$ cat src/rtl/cpu_exec_sequencer.sv
// Multi-cycle fetch/decode/execute control FSM: four-byte fetch, one-hot phase strobes, PC/jump/HLT.
// Optional memory-wait watchdog enabled by defining CPU_SEQ_WATCHDOG_EN.
module cpu_exec_sequencer #(
  parameter int WD_LIMIT = 16
) (
  input  logic        clk,
  input  logic        rst,
  input  logic        start,
  output logic [7:0]  mem_addr,
  output logic        mem_rd,
  input  logic [7:0]  mem_rdata,
  input  logic        mem_ready,
  output logic        fetch_active,
  output logic [31:0] inst,
  input  logic        cond_pass,
  input  logic [3:0]  step_mask,
  input  logic        halt_req,
  input  logic        jump_valid,
  input  logic [7:0]  jump_target,
  output logic        reg_r,
  output logic        mem_r,
  output logic        mem_w,
  output logic        reg_w,
  output logic        end_inst,
  output logic [7:0]  pc,
  output logic        busy,
  output logic        halted,
  output logic        fault
);

  typedef enum logic [3:0] {
    S_IDLE, S_FETCH, S_DECODE, S_REG_RD, S_MEM_RD, S_MEM_WR, S_REG_WR, S_END, S_HALT
  } state_t;

  state_t      state;
  logic [1:0]  byte_cnt;
  logic        cond_q, halt_q, jump_q, fault_q;
  logic [3:0]  mask_q;
  logic [7:0]  target_q;
  logic        wd_trip;

  // First remaining phase in fixed order reg_r, mem_r, mem_w, reg_w; none left means END.
  function automatic state_t phase_next(input logic [3:0] m);
    if (m[0])      return S_REG_RD;
    else if (m[1]) return S_MEM_RD;
    else if (m[2]) return S_MEM_WR;
    else if (m[3]) return S_REG_WR;
    else           return S_END;
  endfunction

`ifdef CPU_SEQ_WATCHDOG_EN
  logic [4:0] wd_cnt;
  logic       waiting;

  assign waiting = !mem_ready &&
                   (state == S_FETCH || state == S_MEM_RD || state == S_MEM_WR);
  assign wd_trip = waiting && (wd_cnt == 5'(WD_LIMIT - 1));

  // Any cycle that is not a continued wait (ready, other state, or trip) restarts the count.
  always_ff @(posedge clk) begin
    if (rst)                      wd_cnt <= '0;
    else if (waiting && !wd_trip) wd_cnt <= wd_cnt + 5'd1;
    else                          wd_cnt <= '0;
  end
`else
  // Watchdog compiled out: never trips, so memory waits are unbounded.
  assign wd_trip = (WD_LIMIT < 0);
`endif

  always_ff @(posedge clk) begin
    if (rst) begin
      state    <= S_IDLE;
      pc       <= '0;
      inst     <= '0;
      byte_cnt <= '0;
      cond_q   <= 1'b0;
      halt_q   <= 1'b0;
      jump_q   <= 1'b0;
      mask_q   <= '0;
      target_q <= '0;
      fault_q  <= 1'b0;
    end else begin
      case (state)
        S_IDLE, S_HALT: if (start) begin
          state    <= S_FETCH;
          byte_cnt <= '0;
          fault_q  <= 1'b0;
        end
        S_FETCH: begin
          if (mem_ready) begin
            case (byte_cnt)
              2'd0: inst[31:24] <= mem_rdata;
              2'd1: inst[23:16] <= mem_rdata;
              2'd2: inst[15:8]  <= mem_rdata;
              default: inst[7:0] <= mem_rdata;
            endcase
            byte_cnt <= byte_cnt + 2'd1;
            if (byte_cnt == 2'd3) state <= S_DECODE;
          end else if (wd_trip) begin
            state   <= S_HALT;
            fault_q <= 1'b1;
          end
        end
        S_DECODE: begin
          cond_q   <= cond_pass;
          mask_q   <= step_mask;
          halt_q   <= halt_req;
          jump_q   <= jump_valid;
          target_q <= jump_target;
          state    <= cond_pass ? phase_next(step_mask) : S_END;
        end
        S_REG_RD: state <= phase_next(mask_q & 4'b1110);
        S_MEM_RD: begin
          if (mem_ready) state <= phase_next(mask_q & 4'b1100);
          else if (wd_trip) begin
            state   <= S_HALT;
            fault_q <= 1'b1;
          end
        end
        S_MEM_WR: begin
          if (mem_ready) state <= phase_next(mask_q & 4'b1000);
          else if (wd_trip) begin
            state   <= S_HALT;
            fault_q <= 1'b1;
          end
        end
        S_REG_WR: state <= S_END;
        S_END: begin
          if (cond_q && halt_q) state <= S_HALT;
          else begin
            pc       <= (cond_q && jump_q) ? target_q : pc + 8'd4;
            byte_cnt <= '0;
            state    <= S_FETCH;
          end
        end
        default: state <= S_IDLE;
      endcase
    end
  end

  // All outputs decode registered state only; no input reaches an output combinationally.
  assign mem_rd       = (state == S_FETCH);
  assign fetch_active = (state == S_FETCH);
  assign mem_addr     = pc + {6'd0, byte_cnt};
  assign reg_r        = (state == S_REG_RD);
  assign mem_r        = (state == S_MEM_RD);
  assign mem_w        = (state == S_MEM_WR);
  assign reg_w        = (state == S_REG_WR);
  assign end_inst     = (state == S_END);
  assign busy         = (state != S_IDLE) && (state != S_HALT);
  assign halted       = (state == S_HALT);
  assign fault        = fault_q;

endmodule

$ cat config.mk
export PLATFORM = sky130hd
export DESIGN_NAME = cpu_exec_sequencer
export DESIGN_NICKNAME = d
export VERILOG_FILES = /design/src/rtl/cpu_exec_sequencer.sv
export SDC_FILE = /design/constraint.sdc
export NUM_CORES = 1
export LEC_CHECK = 0
export ABC_CLOCK_PERIOD_IN_PS = 3970
export CAP_MARGIN = 5
export CORE_ASPECT_RATIO = 0.8
export CORE_MARGIN = 3
export CORE_UTILIZATION = 39
export DETAILED_ROUTE_END_ITERATION = 8
export GPL_ROUTABILITY_DRIVEN = 0
export PLACE_DENSITY = 0.69
export SETUP_SLACK_MARGIN = 0.02
export SLEW_MARGIN = 20
export SYNTH_ARGS = -nofsm -noshare
export SYNTH_HDL_FRONTEND = slang
export SYNTH_SLANG_ARGS = --single-unit
$ cat constraint.sdc
create_clock -name clk -period 3.97 [get_ports clk]
set_input_delay 1.191 -clock clk [delete_from_list [all_inputs] [get_ports clk]]
set_output_delay 1.191 -clock clk [all_outputs]
set_load 0.01 [all_outputs]
**Word level (Yosys, flattened, before mapping)**

Index checks and enable logic that the tools add are counted.

- Divide/modulo/power cells: 0
- Bitwise logic cells: 2
- $mul: 0
- Shift operators: 0
- Order comparisons: 0
- Add/sub/neg operators: 3
- Equal/unequal tests: 18
- Reductions and logical operators: 16
- Muxes and demuxes: 20

Operators with widths:

| cell | number |
|---|---|
| $pmux W4 S8 | 1 |
| $mux W4 | 7 |
| $eq A4 B3 Y1 const B | 4 |
| $mux W2 | 7 |
| $reduce_and A3 Y1 | 4 |
| $ne A2 B2 Y1 const B | 5 |
| $add A8 B2 Y8 | 1 |
| $add A8 B3 Y8 const B | 1 |
| $eq A4 B2 Y1 const B | 2 |
| $mux W8 | 1 |
| $pmux W2 S3 | 1 |
| $reduce_and A5 Y1 | 1 |
| $eq A2 B2 Y1 const B | 2 |
| $eq A4 B1 Y1 const B | 1 |
| $eq A4 B4 Y1 const B | 1 |
| $logic_not A4 Y1 | 1 |
| $ne A4 B4 Y1 const B | 1 |
| $reduce_and A4 Y1 | 1 |
| $reduce_bool A4 Y1 | 1 |
| $logic_and A1 B1 Y1 | 3 |
| $mux W3 | 1 |
| $reduce_bool A3 Y1 | 1 |
| $reduce_or A3 Y1 | 1 |
| $add A2 B1 Y2 const B | 1 |
| other kinds (7) | 9 |

- Memory bits (read-only): 0
- Logic and storage cells: 71
- Register bits: 61
- Input port bits: 27
- Latch bits: 0
- RAM bits: 0
- Output and inout port bits: 58
- Memories: 0

**Longest topological paths before layout**

- Depth after elaboration: 6
- Mapped depth: 7
- Gate-level depth less buffers: 6

**Worst setup path before layout**

No wires, ideal clock.

- Path kind: reg2out
- Start point: register pc[0]
- End point: output mem_addr[4]
- Data required time: 2.779 ns
- Data arrival time: 1.210 ns
- Stages on the path, launching flop included: 5
- Setup slack: 1.569 ns
- Path buffers: 0
- Cells stage by stage: dfxtp_1 > ha_1 > fa_1 > nand2_1 > xnor2_1

- Cells in the longest elaborated chain, start to end: 1

Ends and longest elaborated chain:

| what | line | text |
|---|---|---|
| start, declared | 25 | `output logic [7:0] pc,` |
| start signal, assigned | 131 | `pc <= (cond_q && jump_q) ? target_q : pc + 8'd4;` |
| $add A8 B2 Y8 | 144 | `assign mem_addr = pc + {6'd0, byte_cnt};` |
| end, declared | 9 | `output logic [7:0] mem_addr,` |

Every way passes these cells.

**Final worst setup path**

- Start point: register state[0]
- End point: output reg_r

- Cells in the longest elaborated chain, start to end: 1

Ends and longest elaborated chain:

| what | line | text |
|---|---|---|
| start, declared | 35 | `state_t state;` |
| start signal, assigned | 110 | `state <= cond_pass ? phase_next(step_mask) : S_END;` |
| start signal, assigned | 112 | `S_REG_RD: state <= phase_next(mask_q & 4'b1110);` |
| start signal, assigned | 114 | `if (mem_ready) state <= phase_next(mask_q & 4'b1100);` |
| $eq A4 B2 Y1 | 145 | `assign reg_r = (state == S_REG_RD);` |
| end, declared | 20 | `output logic reg_r,` |

Every way passes these cells.

==> impl_metrics.ini <==
[cells_and_area]
nets = 462
layoutNonFillerInstCount = 516
syn2layout_area_growth_pct = 36.8
n_fill_cell = 637
n_antenna_cell = 0
drive_above_1_share_pct = 4.86
stdcell_area_mm2 = 0.00379

[synthesis]
synth_area_mm2 = 0.00277
syn_inst = 357
yosys.area.top_type = dfxtp_1
yosysUniqueCellTypes = 38
synth_warnings = 0
synth.avg_cell_area_um2 = 7.76
synth-edff-count = 0
synth.yosys.seq_area_share_pct = 43.4
synth_area_leaders = dfxtp_1 43%, nand2_1 10%, a21oi_1 9.9%, nand3_1 7.2%, ha_1 3.2%
synth_async_sr_flop_share_pct = 0
ys.flop_type = dfxtp_1
postSynthNetCount = 392
synth_top_area_share_pct = 43.4
synth_seq_cells = 60

[floorplan]
die-area_mm2 = 0.00816
io_pins = 85
die_x_um = 100
core_area_mm2 = 0.00664
die_y_um = 81.4
rows = 26
initial_core_util_pct = 41.7

[critical_path]
start_kind = register
end_kind = output port
critPathLaunch = state[0]
worstPathRequired_ns = 2.78
path_class = register to output port
cp.arrival_ns = 2.15
cp_max_fo = 17
timing.rr.start = state[0]

[grt]
antenna_found_initial = 0
met1_usage_pct = 25.9
groute.layer.met2.usage_pct = 27.4
first_global_vias = 2374
grt-ovfl-total = 0
grt_max_degree = 41
grt_busiest_layer = met2
grt_pass1_wl_um = 11800
track_usage_pct = 18.5
grt_util_met3_pct = 5.67

[routing]
drt_iter0_drc = 132
viasPerCell = 5.09
dr.pass1.iters = 4
drc = 0
wire_per_inst_um = 14.1
ant_nets = 0
vias = 2629
routed_wl_um = 7250

[clocking]
cts-buffers-inserted = 9
cts_tree = done
clk_latency_ns = 0.33
post_cts_buffers = 0
cts_sinks = 60
cts.clk_slew.worst_paths_ns = 0.07
cts_resized = 0
cts_root_buf = clkbuf_8
clockBufferDepth = 2
ctsHtreeMaxLevel = 3
cts_hold_buffers = 0

[placed_design]
dp_slack_ns = 0.984
dp_cells = 500
port_buffers = 83
dpl.hpwl_um = 5260
post_dp_cell_area_mm2 = 0.00361

[timing]
fmax_mhz = 299
tightest_slew_ns = 0.620
maxSlewViolCount = 0
skew_ns = 0.00939
rsz0062_at_grt = false
fin_crit_ns = 3.34
finalSetupViolations = 0
max_slew_margin_pct = 58.7
fin_crit_sh_pct = 84.1
finalSetupTns_ns = 0
hold_viol_final = 0
timing.final.ws_setup_ns = 0.629

[power_and_ir_drop]
p_leak_nw = 1.29
p_per_area_mw_per_mm2 = 417
fin_total_pwr_mw = 1.58
ir_worst_vdd_mv = 0.290

[worst_hold_path]
holdCritStartpoint = jump_q
hold_class = register to register

[run]
maxCapViolCount = 0

[outcome]
outcome = finished, final reports clean
stage by stage:
step	hold slack (ns)	util, %
final	0.451	57.1
after global placement	0.442	54.3
after floorplan	0.432	-
after CTS	0.453	57.1
after detailed placement	0.445	54.3
after global routing	0.468	57.1
cell usage after synthesis, types with 2 or more instances:
| cell type | count |
|---|---|
| nand3_1 | 40 |
| nor3_1 | 10 |
| nand2b_1 | 6 |
| nand2_1 | 74 |
| o31ai_1 | 2 |
| and2_1 | 2 |
| a211oi_1 | 4 |
| buf_2 | 5 |
| ha_1 | 7 |
| a21oi_1 | 55 |
| xnor2_1 | 3 |
| inv_1 | 7 |
| and3_1 | 3 |
| xor2_1 | 3 |
| clkbuf_1 | 16 |
| a22oi_1 | 5 |
| mux2i_1 | 3 |
| buf_4 | 5 |
| o21ai_0 | 9 |
| dfxtp_1 | 60 |
| nor3b_1 | 2 |
| nor2_1 | 18 |
| nor2b_1 | 3 |
registers in the layout (all words and copies together), names as in the netlist:
name	flops
byte_cnt	2
jump_q	1
cond_q	1
halt_q	1
state	4
inst	32
mask_q	3
pc	8
target_q	8
final cells by class:
class | count | area (um2) | area share, %
well taps | 84 | 105 | 2.77
clock inverters | 5 | 52.6 | 1.39
repair buffers | 86 | 848 | 22.4
multi-input cells | 263 | 1430 | 37.6
inverters | 7 | 26.3 | 0.693
clock buffers | 11 | 131 | 3.47
flip-flops and latches | 60 | 1200 | 31.7
routing by layer:
layer,wire [um],up-vias
met5,0,-
met4,32,0
met3,449,2
met2,3360,77
met1,3410,1186
li1,-,1364
critical path, stage by stage, from the launching register on:
cell and delay, ns:
dfxtp_1 0.63, or4bb_1 0.58, inv_1 0.07, clkdlybuf4s50_1 0.53
worst paths after layout:
path	to	cells after the start	slack, ns
worst max-delay path	reg_r	3	0.63
worst min-delay path	jump_q	2	0.45
worst max register to register	inst[6]	6	1.78
worst min register to register	jump_q	2	0.45
layout by cell type, fill, tap and decap left out, types with 4 or more instances in the layout:
master,count
ha_1,7
o21ai_0,9
inv_1,7
clkbuf_8,9
a211oi_1,4
clkdlybuf4s50_1,82
a22oi_1,5
nor2_1,18
nand2_1,74
nor3_1,10
nand2b_1,6
nand3_1,40
a21oi_1,55
dfxtp_1,60
logic make-up after synthesis:
group                    after synthesis  synth area share [%]
AND/OR/NAND/NOR                      164                  27.5
buffers and inverters                 34                  5.51
adder cells (fa/ha/maj)                8                  3.88
AO/OA/AOI/OAI                         81                  16.7
other                                  1                 0.135
flip-flops                            60                  43.4
multiplexers                           3                  1.08
XOR/XNOR                               6                  1.90
power breakdown:
group	leakage, nW	total, mW	internal [mW]	switching (mW)
sequential	0.484	0.700	0.643	0.0570
combinational	0.708	0.363	0.166	0.197
clock	0.0931	0.518	0.287	0.232
No activity file was read; power rests on OpenSTA's default activity.
